--- src/rtl/sqrt_coproc_ctrl.sv ---
// Avalon-MM integer square-root coprocessor: restoring digit-by-digit root of a 32-bit
// operand, one root bit per cycle, with 16-bit root and 17-bit remainder results.
module sqrt_coproc_ctrl (
   input  logic        clk,
   input  logic        reset_n,
   input  logic [2:0]  address,
   input  logic        chipselect,
   input  logic        write_n,
   input  logic [31:0] writedata,
   output logic [31:0] readdata,
   output logic        irq,
   output logic        busy_out,
   output logic        done_out
);

   typedef enum logic [0:0] {
      ST_IDLE = 1'b0,
      ST_CALC = 1'b1
   } state_t;

   typedef struct packed {
      logic [17:0] rem;
      logic [15:0] root;
   } step_t;

   state_t      state_r;
   logic [3:0]  cnt_r;
   logic [31:0] shift_r;
   logic [17:0] prem_r;
   logic [15:0] proot_r;
   logic [31:0] operand_r;
   logic [15:0] root_r;
   logic [16:0] remainder_r;
   logic        busy_r;
   logic        done_r;
   logic        irq_en_r;
   logic [31:0] readdata_r;

   logic        wr_s;
   logic        start_s;
   logic        status_wr_s;
   step_t       step_s;
   logic [31:0] rd_mux_s;

   // One restoring digit step: bring down two operand bits, try subtracting (4*root+1).
   function automatic step_t digit_step(input logic [17:0] rem,
                                        input logic [15:0] root,
                                        input logic [1:0]  pair);
      step_t       res;
      logic [17:0] rem_sh;
      logic [17:0] trial;
      rem_sh = {rem[15:0], pair};
      trial  = {root, 2'b01};
      if (rem_sh >= trial) begin
         res.rem  = rem_sh - trial;
         res.root = {root[14:0], 1'b1};
      end else begin
         res.rem  = rem_sh;
         res.root = {root[14:0], 1'b0};
      end
      return res;
   endfunction

   // Bus decode and next digit step.
   always_comb begin
      wr_s        = chipselect & ~write_n;
      start_s     = wr_s & (address == 3'd1) & writedata[0] & (state_r == ST_IDLE);
      status_wr_s = wr_s & (address == 3'd2);
      step_s      = digit_step(prem_r, proot_r, shift_r[31:30]);
   end

   // Read multiplexer; CONTROL reads back irq_en with start always 0.
   always_comb begin
      rd_mux_s = 32'd0;
      case (address)
         3'd0:    rd_mux_s = operand_r;
         3'd1:    rd_mux_s = {30'd0, irq_en_r, 1'b0};
         3'd2:    rd_mux_s = {30'd0, done_r, busy_r};
         3'd3:    rd_mux_s = {16'd0, root_r};
         3'd4:    rd_mux_s = {15'd0, remainder_r};
         default: rd_mux_s = 32'd0;
      endcase
   end

   // Control FSM, register file, datapath and registered read port.
   always_ff @(posedge clk or negedge reset_n) begin
      if (!reset_n) begin
         state_r     <= ST_IDLE;
         cnt_r       <= 4'd0;
         shift_r     <= 32'd0;
         prem_r      <= 18'd0;
         proot_r     <= 16'd0;
         operand_r   <= 32'd0;
         root_r      <= 16'd0;
         remainder_r <= 17'd0;
         busy_r      <= 1'b0;
         done_r      <= 1'b0;
         irq_en_r    <= 1'b0;
         readdata_r  <= 32'd0;
      end else begin
         readdata_r <= rd_mux_s;
         if (wr_s && (address == 3'd1)) begin
            irq_en_r <= writedata[1];
         end
         // OPERAND is frozen while a computation is running.
         if (wr_s && (address == 3'd0) && !busy_r) begin
            operand_r <= writedata;
         end
         case (state_r)
            ST_IDLE: begin
               if (start_s) begin
                  shift_r <= operand_r;
                  prem_r  <= 18'd0;
                  proot_r <= 16'd0;
                  cnt_r   <= 4'd0;
                  busy_r  <= 1'b1;
                  done_r  <= 1'b0;
                  state_r <= ST_CALC;
               end else if (status_wr_s) begin
                  done_r <= 1'b0;
               end
            end
            ST_CALC: begin
               shift_r <= {shift_r[29:0], 2'b00};
               prem_r  <= step_s.rem;
               proot_r <= step_s.root;
               cnt_r   <= cnt_r + 4'd1;
               // Completion wins over a concurrent STATUS write.
               if (cnt_r == 4'd15) begin
                  root_r      <= step_s.root;
                  remainder_r <= step_s.rem[16:0];
                  busy_r      <= 1'b0;
                  done_r      <= 1'b1;
                  state_r     <= ST_IDLE;
               end else if (status_wr_s) begin
                  done_r <= 1'b0;
               end
            end
            default: begin
               busy_r  <= 1'b0;
               state_r <= ST_IDLE;
            end
         endcase
      end
   end

   assign readdata = readdata_r;
   assign busy_out = busy_r;
   assign done_out = done_r;
   assign irq      = done_r & irq_en_r;

endmodule

--- config.mk ---
export PLATFORM = sky130hd
export DESIGN_NAME = sqrt_coproc_ctrl
export DESIGN_NICKNAME = d
export VERILOG_FILES = /design/src/rtl/sqrt_coproc_ctrl.sv
export SDC_FILE = /design/constraint.sdc
export NUM_CORES = 1
export LEC_CHECK = 0
export BUFFER_PORTS_ARGS = -buffer_cell sky130_fd_sc_hd__buf_4
export CAP_MARGIN = 10
export CORE_ASPECT_RATIO = 0.8
export CORE_MARGIN = 1.5
export CORE_UTILIZATION = 59
export DETAILED_ROUTE_END_ITERATION = 6
export PLACE_DENSITY = 0.81
export SYNTH_ARGS = -nofsm -noshare
export SYNTH_HDL_FRONTEND = slang
export SYNTH_SLANG_ARGS = --single-unit
--- constraint.sdc ---
create_clock -name clk -period 4.2 [get_ports clk]
set_clock_uncertainty 0.05 [all_clocks]
set_input_delay 0.63 -clock clk [delete_from_list [all_inputs] [get_ports clk]]
set_output_delay 0.63 -clock clk [all_outputs]
set_load 0.1 [all_outputs]
==> results.env <==
RESULT_OF_THE_RUN='finished, final reports clean'
GRT_PASS1_WL_UM=31000
YS_SEQ_AREA_FRAC=0.538
TRITONCTS='done'
DRC=0
COUNT_OF_STANDARD_CELL_ROWS=37
DR_TOTAL_VIAS=6010
CRITICAL_PATH.MAX_FANOUT=16
WORST_IR_DROP_VDD_mV=0.389
CTS_RESIZED=0
PORT-BUFFER-COUNT=73
DRV.MAX_CAP_VIOLATION_COUNT=0
ROUTE.FINAL.WIRE_LENGTH_UM=18800
NUMBER_OF_ENABLE_TYPE_REGISTER_CELLS_IN_THE_SYNTHESIZED_NETLIST=0
TOTAL_DIE_AREA_UM2=14000
MAPPEDNETLISTAREA_UM2=7860
DETAIL_ROUTE.ITER0.VIOLATIONS=469
GRT_MAX_DEGREE=119
AVG_SYNTHESIZED_CELL_AREA_UM2=10.3
SHARE_OF_THE_SYNTHESIZED_AREA_IN_COMPOUND_GATES_AO_OA_AOI_OAI=0.135
CORE_UM2=12900
TRITONCTS.NUM_BUFFERS=17
SYNTH_TOP_AREA_SHARE=0.538
FINAL_TNS_SETUP_NS=0
POST_CTS_HOLD_BUFFER_COUNT=0
RSZ0062_AT_GRT='no'
POWER_DENSITY_nW_PER_UM2=800
CRITICAL_PATH_ARRIVAL_NS=3.23
SYNTHSIMPLEGATEAREAFRAC=0.126
CRITICAL_PATH.ENDPOINT_TYPE='flop'
CTS_SINKS=169
START_UTIL=0.609
REPORT.POWER.TOTAL_uW=7220
SYNTH.MOST_COMMON_CELL='sky130_fd_sc_hd__dfrtp_1'
MET2ROUTEDLENGTH_UM=8470
FINAL_NETS=876
PROPORTION_OF_SYNTHESIZED_AREA_IN_MUX_CELLS=0.121
CLK_PATH_BUF_DEPTH=2
DIE_W_UM=132
SYNTHDOMINANTAREACELLTYPE='sky130_fd_sc_hd__dfrtp_1'
ANTENNA_CELLS=0
AREA.GROWTH.SYNTH_TO_FINAL_PCT=14.7
YS_WARN_COUNT=0
YOSYS_MOST_USED_DFF='sky130_fd_sc_hd__dfrtp_1'
STATIC-LEAKAGE-POWER_uW=0.00445
CLKSLEWWORSTSETUPHOLDPATHS_NS=0.06
VIASPERCELL=5.98
DPL_CELL_AREA_UM2=8500
TIMING.FINAL.HOLD_VIOLATIONS=0
MAX_FREQ_MHz=340
CTS_ROOT_BUFFER='sky130_fd_sc_hd__clkbuf_16'
CTS.REPAIR_TIMING.SETUP_BUFFER_COUNT=0
WORSTPATHREQUIRED_NS=4.49
WORST_SLEW_MARGIN_REL=0.261
TRACK_USAGE=0.286
SLEW_VIOLATIONS=0
SYNTHESIS.NETS=824
ROUTE.MET3.WL_UM=1100
YS_TYPES=52
WORST_SETUP_PATH_START_KIND='flop'
LARGEST_FAMILY_OF_LOGIC_CELLS_BY_SYNTHESIZED_AREA='compound AO/OA/AOI/OAI gates'
HOLD_PATH_CLASS='input port to asynchronous set/reset pin'
LEADING_CELL_TYPES_BY_COUNT_AFTER_SYNTHESIS='169 x sky130_fd_sc_hd__dfrtp_1, 137 x sky130_fd_sc_hd__nand2_1, 111 x sky130_fd_sc_hd__o21ai_0'
SYN_INST=766
CTSHTREEMAXLEVEL=4
GRT_ANTENNA_BEFORE_REPAIR=0
LATEST_CLOCK_ARRIVAL_WITHIN_THE_WORST_SKEW_PAIR_NS=0.43
SYNTHXORXNORAREAFRAC=0.0123
WORST_TRAN_PIN_VALUE_NS=1.11
POST_SYNTH_FA_HA_MAJ_AREA_FRACTION=0.0302
DRT-WIRELENGTH-PER-CELL_UM=18.7
TIMING_WORST_SETUP_PATH_TYPE='flop to flop'
CHIPHEIGHT_UM=106
GLOBAL_ROUTE.OVERFLOW_TOTAL=0
ROUTABILITYCONGESTION=0.946
POST-ROUTE-PERIOD-UTIL=0.700
TIMING.FINAL.CRIT_PERIOD_NS=2.94
IO_PINS=74
GRT_PASS1_VIAS=5860
FINAL_ANTENNA_NET_COUNT=0
HPWLAFTERDP_UM=12600
ASYNCSETRESETFLOPFRACSYNTH=1.00
NETLIST_TOP_CELLS_AREA='sky130_fd_sc_hd__dfrtp_1 54%, sky130_fd_sc_hd__mux2i_1 7.1%, sky130_fd_sc_hd__o21ai_0 7.1%'
ROUTEDLENGTHMET1_UM=9080
DRT_PASS1_ITERATIONS=5
FINAL_CELL_AREA_UM2=9020
SYNTH-SEQ-CELLS=169
FINAL_LAYOUT_SIZE_SUFFIX_GT1_FRAC=0.177
FIN_CELLS=1005
SETUP_VIOL=0
ROUTED.TOP_LAYER='met4'
DP_CELLS=974
## worst max-delay path, stage by stage, from the launching register on
cell                      delay (ns)
sky130_fd_sc_hd__dfrtp_1        0.37
sky130_fd_sc_hd__inv_1          0.08
sky130_fd_sc_hd__ha_1           0.49
sky130_fd_sc_hd__and4_1         0.32
sky130_fd_sc_hd__nand4_1        0.13
sky130_fd_sc_hd__a21oi_1        0.21
sky130_fd_sc_hd__a21o_1         0.60
sky130_fd_sc_hd__mux2_2         0.42
sky130_fd_sc_hd__o21ai_0        0.17
## per-layer routing
layer	track usage	vias up
met5	0	-
met4	0.0762	0
met3	0.0572	15
met2	0.429	180
met1	0.429	3029
li1	-	2786
## kinds of logic (layout without fill, tap and decap cells)
group / count (synthesis) / after routing
adder cells (fa/ha/maj): 19 / 19
XOR/XNOR: 11 / 11
AO/OA/AOI/OAI: 183 / 183
buffers and inverters: 70 / 134
multiplexers: 91 / 91
AND/OR/NAND/NOR: 223 / 223
flip-flops: 169 / 169
## registers in the layout, indices dropped and copies added (netlist names)
register	cells
root_r	16
operand_r	32
done_out	1
prem_r	16
irq_en_r	1
readdata	32
busy_out	1
remainder_r	17
proot_r	16
state_r	1
cnt_r	4
shift_r	32
## final timing paths
path | slack [ns] | startpoint | depth (start not counted) | end
worst min-delay path | 0.30 | reset_n | 1 | shift_r[20]$_DFFE_PN0P_
worst min register to register | 0.43 | root_r[8]$_DFFE_PN0P_ | 2 | root_r[8]$_DFFE_PN0P_
max in group asynchronous | 2.92 | reset_n | 2 | prem_r[9]$_DFFE_PN0P_
worst max register to register | 1.26 | proot_r[8]$_DFFE_PN0P_ | 8 | prem_r[1]$_DFFE_PN0P_
worst max-delay path | 1.26 | proot_r[8]$_DFFE_PN0P_ | 8 | prem_r[1]$_DFFE_PN0P_
min in group clk | 0.38 | writedata[30] | 2 | operand_r[30]$_DFFE_PN0P_
## through the flow
step	util	setup slack [ns]	hold WS, ns
after floorplan	-	1.73	0.284
after global placement	0.658	1.14	0.412
after detailed placement	0.658	1.18	0.418
after CTS	0.698	1.29	0.370
after global routing	0.698	1.03	0.376
final	0.698	1.26	0.304
## cell usage in the layout (no fill, tap or decap), types with 3 or more instances in the layout
master | Yosys | routed
sky130_fd_sc_hd__dfrtp_1 | 169 | 168
sky130_fd_sc_hd__nand2_1 | 137 | 136
sky130_fd_sc_hd__o21ai_0 | 111 | 111
sky130_fd_sc_hd__buf_4 | 4 | 77
sky130_fd_sc_hd__mux2i_1 | 56 | 56
sky130_fd_sc_hd__mux2_2 | 35 | 35
sky130_fd_sc_hd__inv_1 | 23 | 23
sky130_fd_sc_hd__nor2_1 | 20 | 20
sky130_fd_sc_hd__and3_1 | 19 | 19
sky130_fd_sc_hd__ha_1 | 19 | 19
sky130_fd_sc_hd__nand3_1 | 17 | 17
sky130_fd_sc_hd__a21oi_1 | 17 | 17
sky130_fd_sc_hd__clkbuf_16 | 0 | 17
sky130_fd_sc_hd__a21o_1 | 10 | 10
sky130_fd_sc_hd__a31oi_1 | 9 | 9
sky130_fd_sc_hd__xnor2_1 | 8 | 8
sky130_fd_sc_hd__o211ai_1 | 7 | 7
sky130_fd_sc_hd__clkbuf_1 | 33 | 6
sky130_fd_sc_hd__and2_1 | 5 | 5
sky130_fd_sc_hd__nand4_1 | 5 | 5
sky130_fd_sc_hd__a32oi_1 | 5 | 5
sky130_fd_sc_hd__nand2b_1 | 4 | 4
sky130_fd_sc_hd__or2_2 | 3 | 3
sky130_fd_sc_hd__a211oi_1 | 3 | 3
sky130_fd_sc_hd__xor2_1 | 3 | 3
sky130_fd_sc_hd__clkinv_2 | 0 | 3
## final cells by class
class,count,area (µm²)
inverters,23,86.3
clock buffers,25,475
fillers,947,3890
repair buffers,80,621
clock inverters,6,41.3
multi-input cells,527,3350
flip-flops and latches,169,4230
well taps,175,219
## report_power, final
part | switching [µW] | leakage (µW) | internal (µW) | total, µW
clock network | 620 | 0.000255 | 785 | 1400
logic | 2050 | 0.00198 | 1190 | 3240
registers | 447 | 0.00221 | 2130 | 2570
total | 3120 | 0.00445 | 4100 | 7220
Power figures use the tool's default switching activity.
